$ cat config.mk
export PLATFORM = sky130hd
export DESIGN_NAME = uart_csr_fifo
export DESIGN_NICKNAME = d
export VERILOG_FILES = /design/src/rtl/uart_csr_fifo.sv
export SDC_FILE = /design/constraint.sdc
export NUM_CORES = 1
export LEC_CHECK = 0
export ABC_AREA = 1
export BUFFER_PORTS_ARGS = -buffer_cell sky130_fd_sc_hd__buf_2
export CAP_MARGIN = 5
export CELL_PAD_IN_SITES_DETAIL_PLACEMENT = 1
export CELL_PAD_IN_SITES_GLOBAL_PLACEMENT = 1
export CORE_MARGIN = 2
export CORE_UTILIZATION = 35
export DETAILED_ROUTE_END_ITERATION = 12
export GPL_ROUTABILITY_DRIVEN = 1
export PLACE_DENSITY_LB_ADDON = 0.15
export SLEW_MARGIN = 5
export SYNTH_ARGS = -nofsm -noshare
export SYNTH_HDL_FRONTEND = slang
export SYNTH_SLANG_ARGS = --single-unit
$ cat constraint.sdc
create_clock -name i_clk -period 3.54 [get_ports i_clk]
set_clock_uncertainty 0.05 [all_clocks]
set_input_delay 0.177 -clock i_clk [delete_from_list [all_inputs] [get_ports i_clk]]
set_output_delay 0.177 -clock i_clk [all_outputs]
set_load 0.02 [all_outputs]
$ cat src/rtl/uart_csr_fifo.sv
// Wishbone CSR block for the UART: clock-frequency register, TX/RX FIFOs,
// level/threshold status and sticky write-1-to-clear interrupt flags.
module uart_csr_fifo #(
  parameter int          ADDRESS_WIDTH   = 5,
  parameter int          DATA_WIDTH      = 8,
  parameter int          TX_DEPTH        = 8,
  parameter int          RX_DEPTH        = 8,
  parameter logic [31:0] CLOCK_FREQ_INIT = 32'h0001C200,
  parameter bit          ERROR_STATUS    = 1'b0
) (
  input  logic                     i_clk,
  input  logic                     i_rst,
  input  logic                     i_wb_cyc,
  input  logic                     i_wb_stb,
  output logic                     o_wb_stall,
  input  logic [ADDRESS_WIDTH-1:0] i_wb_adr,
  input  logic                     i_wb_we,
  input  logic [31:0]              i_wb_dat,
  input  logic [3:0]               i_wb_sel,
  output logic                     o_wb_ack,
  output logic                     o_wb_err,
  output logic                     o_wb_rty,
  output logic [31:0]              o_wb_dat,
  output logic [31:0]              o_clock_freq,
  output logic [DATA_WIDTH-1:0]    o_tx_data,
  output logic                     o_tx_valid,
  input  logic                     i_tx_ready,
  input  logic [DATA_WIDTH-1:0]    i_rx_data,
  input  logic                     i_rx_valid,
  output logic                     o_irq
);

  localparam int TX_AW = $clog2(TX_DEPTH);
  localparam int TX_LW = TX_AW + 1;
  localparam int RX_AW = $clog2(RX_DEPTH);
  localparam int RX_LW = RX_AW + 1;

  logic [31:0]           clock_freq_q, clock_freq_d;
  logic [4:0]            irq_en_q, irq_en_d;
  logic [7:0]            rx_thresh_q, rx_thresh_d;
  // sticky bit 0: rx_overrun, bit 1: tx_overflow, bit 2: rx_underflow
  logic [2:0]            sticky_q, sticky_d;
  logic                  irq_q, irq_d;
  logic                  ack_q, ack_d;
  logic                  err_q, err_d;
  logic [31:0]           dat_q, dat_d;
  logic [TX_LW-1:0]      tx_wr_q, tx_wr_d, tx_rd_q, tx_rd_d;
  logic [RX_LW-1:0]      rx_wr_q, rx_wr_d, rx_rd_q, rx_rd_d;
  logic [DATA_WIDTH-1:0] tx_mem_q [TX_DEPTH];
  logic [DATA_WIDTH-1:0] rx_mem_q [RX_DEPTH];

  logic [TX_LW-1:0]      tx_level;
  logic [RX_LW-1:0]      rx_level;
  logic                  tx_empty, tx_full, rx_empty, rx_full;
  logic [DATA_WIDTH-1:0] tx_head, rx_head;
  logic [7:0]            thresh_eff;
  logic [4:0]            irq_status;
  logic                  accept;
  logic                  tx_push_req, tx_push, tx_pop, rx_push, rx_pop;
  logic                  set_underflow;
  logic [2:0]            w1c;
  logic                  unused_bits;

  assign unused_bits = ^{i_wb_adr, i_wb_dat, i_wb_sel};

  // FIFO occupancy, heads and interrupt status vector
  always_comb begin
    tx_level   = tx_wr_q - tx_rd_q;
    rx_level   = rx_wr_q - rx_rd_q;
    tx_empty   = (tx_level == {TX_LW{1'b0}});
    rx_empty   = (rx_level == {RX_LW{1'b0}});
    tx_full    = (tx_level == TX_LW'(TX_DEPTH));
    rx_full    = (rx_level == RX_LW'(RX_DEPTH));
    tx_head    = tx_mem_q[tx_rd_q[TX_AW-1:0]];
    rx_head    = rx_mem_q[rx_rd_q[RX_AW-1:0]];
    thresh_eff = (rx_thresh_q == 8'd0) ? 8'd1 : rx_thresh_q;
    irq_status = {sticky_q, tx_empty, (8'(rx_level) >= thresh_eff)};
  end

  assign accept = i_wb_cyc & i_wb_stb & ~o_wb_stall;

  // Bus access decode: register writes, FIFO push/pop requests, response data
  always_comb begin
    clock_freq_d  = clock_freq_q;
    irq_en_d      = irq_en_q;
    rx_thresh_d   = rx_thresh_q;
    ack_d         = 1'b0;
    err_d         = 1'b0;
    dat_d         = 32'd0;
    tx_push_req   = 1'b0;
    rx_pop        = 1'b0;
    set_underflow = 1'b0;
    w1c           = 3'b000;
    if (accept) begin
      ack_d = 1'b1;
      case (i_wb_adr[4:2])
        3'd0: begin
          if (i_wb_we) begin
            for (int b = 0; b < 4; b++) begin
              if (i_wb_sel[b]) clock_freq_d[8*b +: 8] = i_wb_dat[8*b +: 8];
              else             clock_freq_d[8*b +: 8] = clock_freq_q[8*b +: 8];
            end
          end else begin
            dat_d = clock_freq_q;
          end
        end
        3'd1: begin
          if (i_wb_we)        dat_d = 32'd0;
          else if (!rx_empty) begin
            rx_pop = 1'b1;
            dat_d  = 32'(rx_head);
          end else begin
            set_underflow = 1'b1;
          end
        end
        3'd2: tx_push_req = i_wb_we & i_wb_sel[0];
        3'd3: begin
          if (i_wb_we) dat_d = 32'd0;
          else         dat_d = {12'd0, tx_full, tx_empty, rx_full, rx_empty,
                                8'(tx_level), 8'(rx_level)};
        end
        3'd4: begin
          if (i_wb_we && i_wb_sel[0]) irq_en_d = i_wb_dat[4:0];
          else if (!i_wb_we)          dat_d    = {27'd0, irq_en_q};
          else                        irq_en_d = irq_en_q;
        end
        3'd5: begin
          if (i_wb_we && i_wb_sel[0]) w1c   = i_wb_dat[4:2];
          else if (!i_wb_we)          dat_d = {27'd0, irq_status};
          else                        w1c   = 3'b000;
        end
        3'd6: begin
          if (i_wb_we && i_wb_sel[0]) rx_thresh_d = i_wb_dat[7:0];
          else if (!i_wb_we)          dat_d       = {24'd0, rx_thresh_q};
          else                        rx_thresh_d = rx_thresh_q;
        end
        3'd7: begin
          if (ERROR_STATUS) begin
            ack_d = 1'b0;
            err_d = 1'b1;
          end else begin
            ack_d = 1'b1;
          end
        end
        default: ack_d = 1'b1;
      endcase
    end else begin
      ack_d = 1'b0;
    end
  end

  // A push into a full FIFO is only accepted when the same cycle also pops
  always_comb begin
    tx_pop   = ~tx_empty & i_tx_ready;
    tx_push  = tx_push_req & (~tx_full | tx_pop);
    rx_push  = i_rx_valid & (~rx_full | rx_pop);
    tx_wr_d  = tx_wr_q + {{(TX_LW-1){1'b0}}, tx_push};
    tx_rd_d  = tx_rd_q + {{(TX_LW-1){1'b0}}, tx_pop};
    rx_wr_d  = rx_wr_q + {{(RX_LW-1){1'b0}}, rx_push};
    rx_rd_d  = rx_rd_q + {{(RX_LW-1){1'b0}}, rx_pop};
    sticky_d = (sticky_q & ~w1c) |
               {set_underflow, tx_push_req & tx_full & ~tx_pop, i_rx_valid & rx_full & ~rx_pop};
    irq_d    = |(irq_status & irq_en_q);
  end

  // Control and status registers
  always_ff @(posedge i_clk) begin
    if (i_rst) begin
      clock_freq_q <= CLOCK_FREQ_INIT;
      irq_en_q     <= 5'd0;
      rx_thresh_q  <= 8'd1;
      sticky_q     <= 3'd0;
      irq_q        <= 1'b0;
      ack_q        <= 1'b0;
      err_q        <= 1'b0;
      dat_q        <= 32'd0;
      tx_wr_q      <= {TX_LW{1'b0}};
      tx_rd_q      <= {TX_LW{1'b0}};
      rx_wr_q      <= {RX_LW{1'b0}};
      rx_rd_q      <= {RX_LW{1'b0}};
    end else begin
      clock_freq_q <= clock_freq_d;
      irq_en_q     <= irq_en_d;
      rx_thresh_q  <= rx_thresh_d;
      sticky_q     <= sticky_d;
      irq_q        <= irq_d;
      ack_q        <= ack_d;
      err_q        <= err_d;
      dat_q        <= dat_d;
      tx_wr_q      <= tx_wr_d;
      tx_rd_q      <= tx_rd_d;
      rx_wr_q      <= rx_wr_d;
      rx_rd_q      <= rx_rd_d;
    end
  end

  // FIFO storage; contents are don't-care until the write pointer covers them
  always_ff @(posedge i_clk) begin
    if (tx_push) tx_mem_q[tx_wr_q[TX_AW-1:0]] <= i_wb_dat[DATA_WIDTH-1:0];
    if (rx_push) rx_mem_q[rx_wr_q[RX_AW-1:0]] <= i_rx_data;
  end

  assign o_wb_stall   = ack_q | err_q;
  assign o_wb_ack     = ack_q;
  assign o_wb_err     = err_q;
  assign o_wb_rty     = 1'b0;
  assign o_wb_dat     = dat_q;
  assign o_clock_freq = clock_freq_q;
  assign o_tx_data    = tx_head;
  assign o_tx_valid   = ~tx_empty;
  assign o_irq        = irq_q;

endmodule

==> results of run 1 <==
cell type report:
type	instances	area (um2)
tap	335	419
clock buffer	33	727
multi-input combinational	589	3010
inverter	85	322
antenna	1	2.50
fill	2992	14300
clock inverter	13	233
sequential	226	5810
timing repair buffer	200	1290
state kept, by name (all words and copies together) (netlist names):
register and flops:
irq_en_q 5, o_clock_freq 32, o_irq 1, o_wb_ack 1
o_wb_dat 32, rx_mem_q 64, rx_rd_q 4, rx_thresh_q 8
rx_wr_q 4, sticky_q 3, tx_mem_q 64, tx_rd_q 4
tx_wr_q 4
per-layer routing:
layer | vias to the layer above | part of all wire (%) | global-route usage [%]
met5 | - | 0 | 0
met3 | 33 | 4.0 | 2.41
met4 | 0 | 2.0 | 4.16
met1 | 3488 | 45 | 24.5
li1 | 3560 | - | -
met2 | 126 | 49 | 32.7
power groups by stage:
stage | Combinational (uW) | Sequential (uW) | Clock [uW]
final | 865 | 2840 | 2960
after CTS | 884 | 2840 | 3030
after global placement | 830 | 2890 | 0
after global routing | 975 | 2840 | 3130
after floorplan | 529 | 2900 | 0
after detailed placement | 844 | 2890 | 0
synth_stat cells (2+ instances only):
library cell    n  area [um2]
a21oi_1        54         270
a21oi_2         2        17.5
a22oi_1         4        30.0
buf_1           2        7.51
buf_2          12        60.1
buf_4           6        45.0
buf_6           3        33.8
clkbuf_1       16        60.1
clkinv_1        2        7.51
dfxtp_1        98        1960
edfxtp_1      128        3840
fa_1            2        40.0
ha_1           17         213
inv_1          75         282
inv_2           7        26.3
nand2_1       156         586
nand2_2         3        18.8
nand3_1        59         295
nand3_4         3        52.6
nand4_1         4        25.0
nor2_1        115         432
nor2_2          4        25.0
nor2_4          7        78.8
nor3_1         14        70.1
o211ai_1        5        37.5
o21ai_0        87         435
o21ai_1        10        50.1
o21ai_2         3        26.3
o22ai_1        19         119
o31ai_1         3        22.5
xnor2_1         5        43.8
xor2_1          3        26.3
cell usage in the layout (no fill, tap or decap), types with 6 or more instances in the layout:
cell           instances
nand2_1              156
buf_2                129
edfxtp_1             128
nor2_1               115
dfxtp_1               98
o21ai_0               87
inv_1                 75
nand3_1               59
a21oi_1               54
dlygate4sd3_1         45
clkbuf_16             26
buf_4                 26
o22ai_1               19
ha_1                  17
nor3_1                14
o21ai_1               10
inv_2                  7
nor2_4                 7
bufinv_16              6
what timing repair did:
item,CTS,global route
hold buffers,45,0
buffers inserted,0,0
hold endpoints to repair,163,0
gates resized for setup,0,0
through the flow:
step,area [um2],worst slack [ns]
after floorplan,9340,0.911
after global placement,10400,0.773
after detailed placement,10400,0.743
after CTS,11800,0.712
after global routing,11800,0.491
final,11800,0.764
final timing paths:
| path | cells past startpoint | slack (ns) | endpoint | start |
|---|---|---|---|---|
| max reg2reg | 14 | 0.76 | rx_wr_q[2] | rx_wr_q[0] |
| min | 2 | 0.02 | tx_rd_q[2] | i_rst |
| max | 14 | 0.76 | rx_wr_q[2] | rx_wr_q[0] |
| min reg2reg | 2 | 0.41 | o_wb_dat[13] | o_clock_freq[13] |
critical path, delay by kind of cell (launching register included):
family	cells	cell delay [ns]
flops	1	0.41
xor+xnor	1	0.13
fa+ha+maj	4	1.03
buf+inv	4	0.40
simple gates	5	0.62
cell families after synthesis:
family,count (synthesis)
buffers and inverters,124
adder cells (fa/ha/maj),19
flip-flops,226
other,1
AND/OR/NAND/NOR,371
XOR/XNOR,8
AO/OA/AOI/OAI,189
==> results.md, run 1 <==
- Outcome: finished with violations
- Failing checks: design-rule violations
- Slew @ Worst Pin: 1.07 ns
- Critical path type: register to register
- Peak VDD IR: 0.447 mV
- Detail Route Antenna Nets: 0
- Initial DRC count: 376
- Reg power frac: 42.6%
- Cells after Synth: 938
- Post-synthesis xor/xnor area fraction: 0.751%
- Arr. time, crit path: 3.12 ns
- #FFs+latches synth: 226
- Initial core utilization: 35.7%
- RD Place Congestion: 0.797
- Worst Hold Slack: 0.0167 ns
- Register area share after synthesis: 62.2%
- Core area: 26100 um2
- Final Critical Period: 2.78 ns
- Finished Core Util: 45.2%
- Critical Path, Cell by Cell: inv_1, ha_1, inv_1, fa_1, inv_1, nand2_1, nor2_2, nand3_1, nand2_2, inv_1, ha_1, ha_1, xnor2_1, nor2_1
- Multiplexer share of the synthesized area: 0%
- Number of distinct library cells after synthesis: 42
- Crit-path slowest cell: fa_1
- Final total power: 6660 uW
- Avg Cell Area, Syn: 9.95 um2
- Via count: 7207
- Reg clk slew, reported paths: 0.06 ns
- Final worst-path cycle share: 78.4%
- CTS H-tree depth: 1
- Total clock sinks: 226
- Crit path launch type: register
- Switch Pwr: 1680 uW
- Hold Vio Cnt, Final: 0
- Slew headroom: 28.8%
- Post-DP HPWL: 17.4 mm
- Fin cells: 1482
- Crit. End Element: register
- CP required: 3.89 ns
- YS warnings: 0
- IO Port Bufs: 129
- Clock latency on the worst-skew pair: 0.54 ns
- CTS root buf: clkbuf_16
- Comb power frac: 13.0%
- Synth Area in Adders: 2.71%
- FP Rows: 59
- IO Pins: 134
- MaxCap Viol Count: 0
- Worst-case clock buffer depth: 3
- Net count, final: 1202
- Max Slew Vio Count: 0
- Largest net degree at the start of global routing: 49
- Vias/cell: 4.86
- Ratio of cells with drive above 1 in the final layout: 20.4%
- First-pass GRT wire length: 40.8 mm
- Mapped Area: 9340 um2
- Tot GR Track Use: 18.6%
- Compound-Gate Fraction of Synth Area: 11.0%
- Net Sw Frac: 25.2%
- Die footprint: 28000 um2
- HP Class: primary input to register
- Detailed Routing Iterations Pass 1: 8
- Largest family of logic cells by synthesized area: simple AND/OR/NAND/NOR gates
- Final wirelength: 26.1 mm
- Clk pwr share: 44.5%
- Synthesis-to-finish area growth: 26.5%
- DRC: 10
- Antenna violations before repair: 1
- Cts bufs inserted: 25
- Pwr/cell area: 565 nW/um2
- Pint: 4990 uW
- Crit path top cell by count: inv_1
- Final setup viols: 0
- Async SR Flop Fraction: 0%
- Post-Synth Simple-Gate Area: 17.7%
- P_leak: 0.00473 uW
- Die Span Y: 167 um
- CP Max Fanout: 9
- Number of flops mapped to enable cells by yosys: 128
- Vias in the first global route: 7264
- TritonCTS clock tree: done
- Sum of negative setup slack: 0 ns
- Die Wd: 167 um
- Top FF cell, synth: edfxtp_1
- Placed Cells: 1390
- CP max stage delay: 0.44 ns
- Wirelength per Cell: 17.6 um
- FMAX: 360 MHz
- Unrepaired setup endpoints after global routing: no
- Global route overflow: 0
(Power assumes the default switching activity.)
==> run 2: changes to the inputs <==
--- a/config.mk
+++ b/config.mk
@@ -5,7 +5,7 @@
 export SDC_FILE = /design/constraint.sdc
 export NUM_CORES = 1
 export LEC_CHECK = 0
-export ABC_AREA = 1
+export ABC_AREA = 0
 export BUFFER_PORTS_ARGS = -buffer_cell sky130_fd_sc_hd__buf_2
 export CAP_MARGIN = 5
 export CELL_PAD_IN_SITES_DETAIL_PLACEMENT = 1
==> constraint.sdc (replaced) <==
create_clock -name i_clk -period 2.4 [get_ports i_clk]
set_clock_uncertainty 0.05 [all_clocks]
set_input_delay 0.12 -clock i_clk [delete_from_list [all_inputs] [get_ports i_clk]]
set_output_delay 0.12 -clock i_clk [all_outputs]
set_load 0.02 [all_outputs]
==> run 2 against run 1 <==
The run ends with negative setup slack left; critical path depth is 5 lower; sequential power is 48% higher; register-to-register slack worse by 0.85 ns; setup slack worse by 0.85 ns; sequential cell count stayed put; fmax is 11% higher; core utilization is 4.2 points higher; largest cell class unchanged.
==> results.md, run 2 <==
- Outcome: finished with violations (unchanged)
- Failing checks: negative setup slack (was design-rule violations)
- Reg-to-reg setup timing slack: -0.09 ns (was 0.76 ns)
- Most frequent cells in the layout: buf_2, edfxtp_1, dfxtp_1 (was nand2_1, buf_2, edfxtp_1)
- Ratio of cells with drive above 1 in the final layout: 39.2% (was 20.4%)
- Number of flops mapped to enable cells by yosys: 128 (unchanged)
- Net Sw Frac: 24.6% (was 25.2%)
- Start point of the worst hold path: i_wb_sel[0] (was i_rst)
- Fill count: 2634 (was 2992)
- Final worst setup slack: -0.0897 ns (was 0.764 ns)
- Worst-case clock buffer depth: 3 (unchanged)
- Slew headroom: 51.0% (was 28.8%)
- Worst Hold Slack: 0.0312 ns (was 0.0167 ns)
- Via count: 6345 (was 7207)
- Crit path launch type: register (unchanged)
- Avg Cell Area, Syn: 13.4 um2 (was 9.95 um2)
- Placed cell area: 10900 um2 (was 10400 um2)
- Vias/cell: 4.95 (was 4.86)
- Pint: 7600 uW (was 4990 uW)
- IO Port Bufs: 129 (unchanged)
- Cts bufs inserted: 26 (was 25)
- HP Class: primary input to register (unchanged)
- Top FF cell, synth: edfxtp_1 (unchanged)
- Antenna violations before repair: 0 (was 1)
- Initial DRC count: 249 (was 376)
- DRC: 0 (was 10)
- Final setup viols: 70 (was 0)
- FP Rows: 59 (unchanged)
- IO Pins: 134 (unchanged)
- Initial core utilization: 35.3% (was 35.7%)
- Clock latency on the worst-skew pair: 0.52 ns (was 0.54 ns)
- Die Span Y: 165 um (was 167 um)
- GRT Max-Usage Layer: met2 (unchanged)
- Total clock sinks: 226 (unchanged)
- Unrepaired setup endpoints after global routing: yes (was no)
- Crit. End Element: register (unchanged)
- Switch Pwr: 2480 uW (was 1680 uW)
- Tot GR Track Use: 17.8% (was 18.6%)
- TritonCTS clock tree: done (unchanged)
- First-pass GRT wire length: 37.9 mm (was 40.8 mm)
- Reg power frac: 41.6% (was 42.6%)
- RD Place Congestion: 0.801 (was 0.797)
- CP required: 2.58 ns (was 3.89 ns)
- Worst Hold Endpoint: sticky_q[1] (was tx_rd_q[2])
- Die Wd: 165 um (was 167 um)
- R2R cell count: 9 (was 14)
- Detail Route Antenna Nets: 0 (unchanged)
- Largest net degree at the start of global routing: 66 (was 49)
- # diodes: 0 (was 1)
- P_leak: 0.00475 uW (was 0.00473 uW)
- Vias in the first global route: 6974 (was 7264)
- Area share of the largest cell type after synthesis: 42.2% (was 41.2%)
- Most numerous cell in the Yosys netlist: edfxtp_1 (was nand2_1)
- Met1 usage: 21.8% (was 24.5%)
- Post-route cell area: 12800 um2 (was 11800 um2)
- CTS root buf: clkbuf_16 (unchanged)
- Core area: 25800 um2 (was 26100 um2)
- Synth cell count leaders: edfxtp_1, dfxtp_1, nand2_1 (was nand2_1, edfxtp_1, nor2_1)
- Detailed Routing Iterations Pass 1: 4 (was 8)
- Max Slew Vio Count: 0 (unchanged)
- Wirelength per Cell: 18.9 um (was 17.6 um)
- Comb power frac: 16.8% (was 13.0%)
- Met2 Usage GRT: 32.3% (was 32.7%)
- Final Critical Period: 2.49 ns (was 2.78 ns)
- Pre-CTS setup slack: -0.137 ns (was 0.743 ns)
- Slew @ Worst Pin: 0.736 ns (was 1.07 ns)
- #FFs+latches synth: 226 (unchanged)
- Cells after Synth: 681 (was 938)
- Hold Vio Cnt, Final: 0 (unchanged)
- Clk pwr share: 41.6% (was 44.5%)
- YS warnings: 0 (unchanged)
- Reg clk slew, reported paths: 0.06 ns (about the same)
- Mapped Area: 9110 um2 (was 9340 um2)
- Die footprint: 27300 um2 (was 28000 um2)
- Global route overflow: 0 (unchanged)
- Peak VDD IR: 0.514 mV (was 0.447 mV)
- MaxCap Viol Count: 0 (unchanged)
- Synth area leaders: edfxtp_1, dfxtp_1, mux4_2 (was edfxtp_1, dfxtp_1, nand2_1)
- CP Max Fanout: 8 (was 9)
- Pwr/cell area: 790 nW/um2 (was 565 nW/um2)
- Async SR Flop Fraction: 0% (unchanged)
- FMAX: 402 MHz (was 360 MHz)
- Register area share after synthesis: 63.7% (was 62.2%)
- Number of distinct library cells after synthesis: 63 (was 42)
- Synthesis-to-finish area growth: 40.1% (was 26.5%)
- Net count, final: 1003 (was 1202)
- Critical path type: register to register (unchanged)
- Met3 Use GR: 3.52% (was 2.41%)
- Worst reg2reg startpoint: rx_wr_q[0] (unchanged)
- Post-DP HPWL: 17.2 mm (was 17.4 mm)
- Arr. time, crit path: 2.67 ns (was 3.12 ns)
- CTS H-tree depth: 1 (unchanged)
- Cell taking the most area after synthesis: edfxtp_1 (unchanged)
- Worst Hold Depth: 4 (was 2)
- Final worst-path cycle share: 104% (was 78.4%)
- Final wirelength: 24.2 mm (was 26.1 mm)
- FF-to-FF End: rx_mem_q[3][7] (was rx_wr_q[2])
## run 2: final cells by class
type | instances | area (um2) | share of cell area (%)
Tap cell | 335 | 419 | 3.28
Timing Repair Buffer | 258 | 1920 | 15.0
Sequential cell | 226 | 5830 | 45.7
Clock inverter | 18 | 229 | 1.79
Inverter | 16 | 95.1 | 0.745
Clock buffer | 30 | 687 | 5.38
Multi-Input combinational cell | 400 | 3580 | 28.1
## run 2: cells by family (layout without fill, tap and decap cells)
family,Yosys count,count (layout),share of synthesized area [%]
AO/OA/AOI/OAI,74,74,5.41
AND/OR/NAND/NOR,228,228,12.6
adder cells (fa/ha/maj),19,19,2.77
XOR/XNOR,12,12,1.15
other,1,2,0.0412
flip-flops,226,226,63.7
buffers and inverters,56,322,2.73
multiplexers,65,65,11.6
## run 2: stage by stage
stage          total power, uW  std cells  setup TNS [ns]  util, %
5_1_grt                  10500       1283          -11.96     49.4
4_1_cts                  10200       1280           -3.46     49.0
2_1_floorplan             5150        682          -11.11        -
3_5_place_dp              5660       1170           -5.64     42.3
6_report                 10100       1283           -2.89     49.4
3_3_place_gp              5620       1170           -1.72     42.3
## run 2: routing by layer
| metal | wire length (um) | share of wire (%) |
|---|---|---|
| met5 | 0 | 0 |
| met4 | 403 | 1.7 |
| met3 | 1160 | 4.8 |
| met2 | 12500 | 52 |
| met1 | 10200 | 42 |
## run 2: how the worst max path moves through the flow
stage                    start             end  cells past startpoint
detailed placement  rx_rd_q[2]           o_irq                     11
finish              rx_wr_q[0]  rx_mem_q[3][7]                      9
floorplan           rx_rd_q[1]  rx_mem_q[2][0]                     10
CTS                 tx_rd_q[2]      o_tx_valid                      9
global route        rx_rd_q[2]  rx_mem_q[3][0]                      9
global placement    rx_rd_q[2]           o_irq                     11
## run 2: what timing repair did
item,4_1_cts,5_1_grt
hold endpoints to repair,176,0
endpoints found under the setup margin,126,151
hold buffers,47,0
gates cloned,1,0
buffers inserted,14,6
resized for setup,40,14
pin swaps,28,20
## run 2: power by group through the flow
stage	registers, uW	clock network [uW]	logic [uW]
3_5_place_dp	4270	0	1390
5_1_grt	4190	4440	1840
2_1_floorplan	4280	0	871
4_1_cts	4190	4290	1690
3_3_place_gp	4270	0	1350
6_report	4190	4190	1700
## run 2: worst max-delay path, stage by stage (launching register included)
cell     delay, ns
dfxtp_4       0.36
inv_6         0.05
ha_4          0.12
inv_2         0.04
fa_2          0.52
and3b_1       0.20
a31o_4        0.26
buf_12        0.15
nor4b_4       0.27
buf_6         0.18
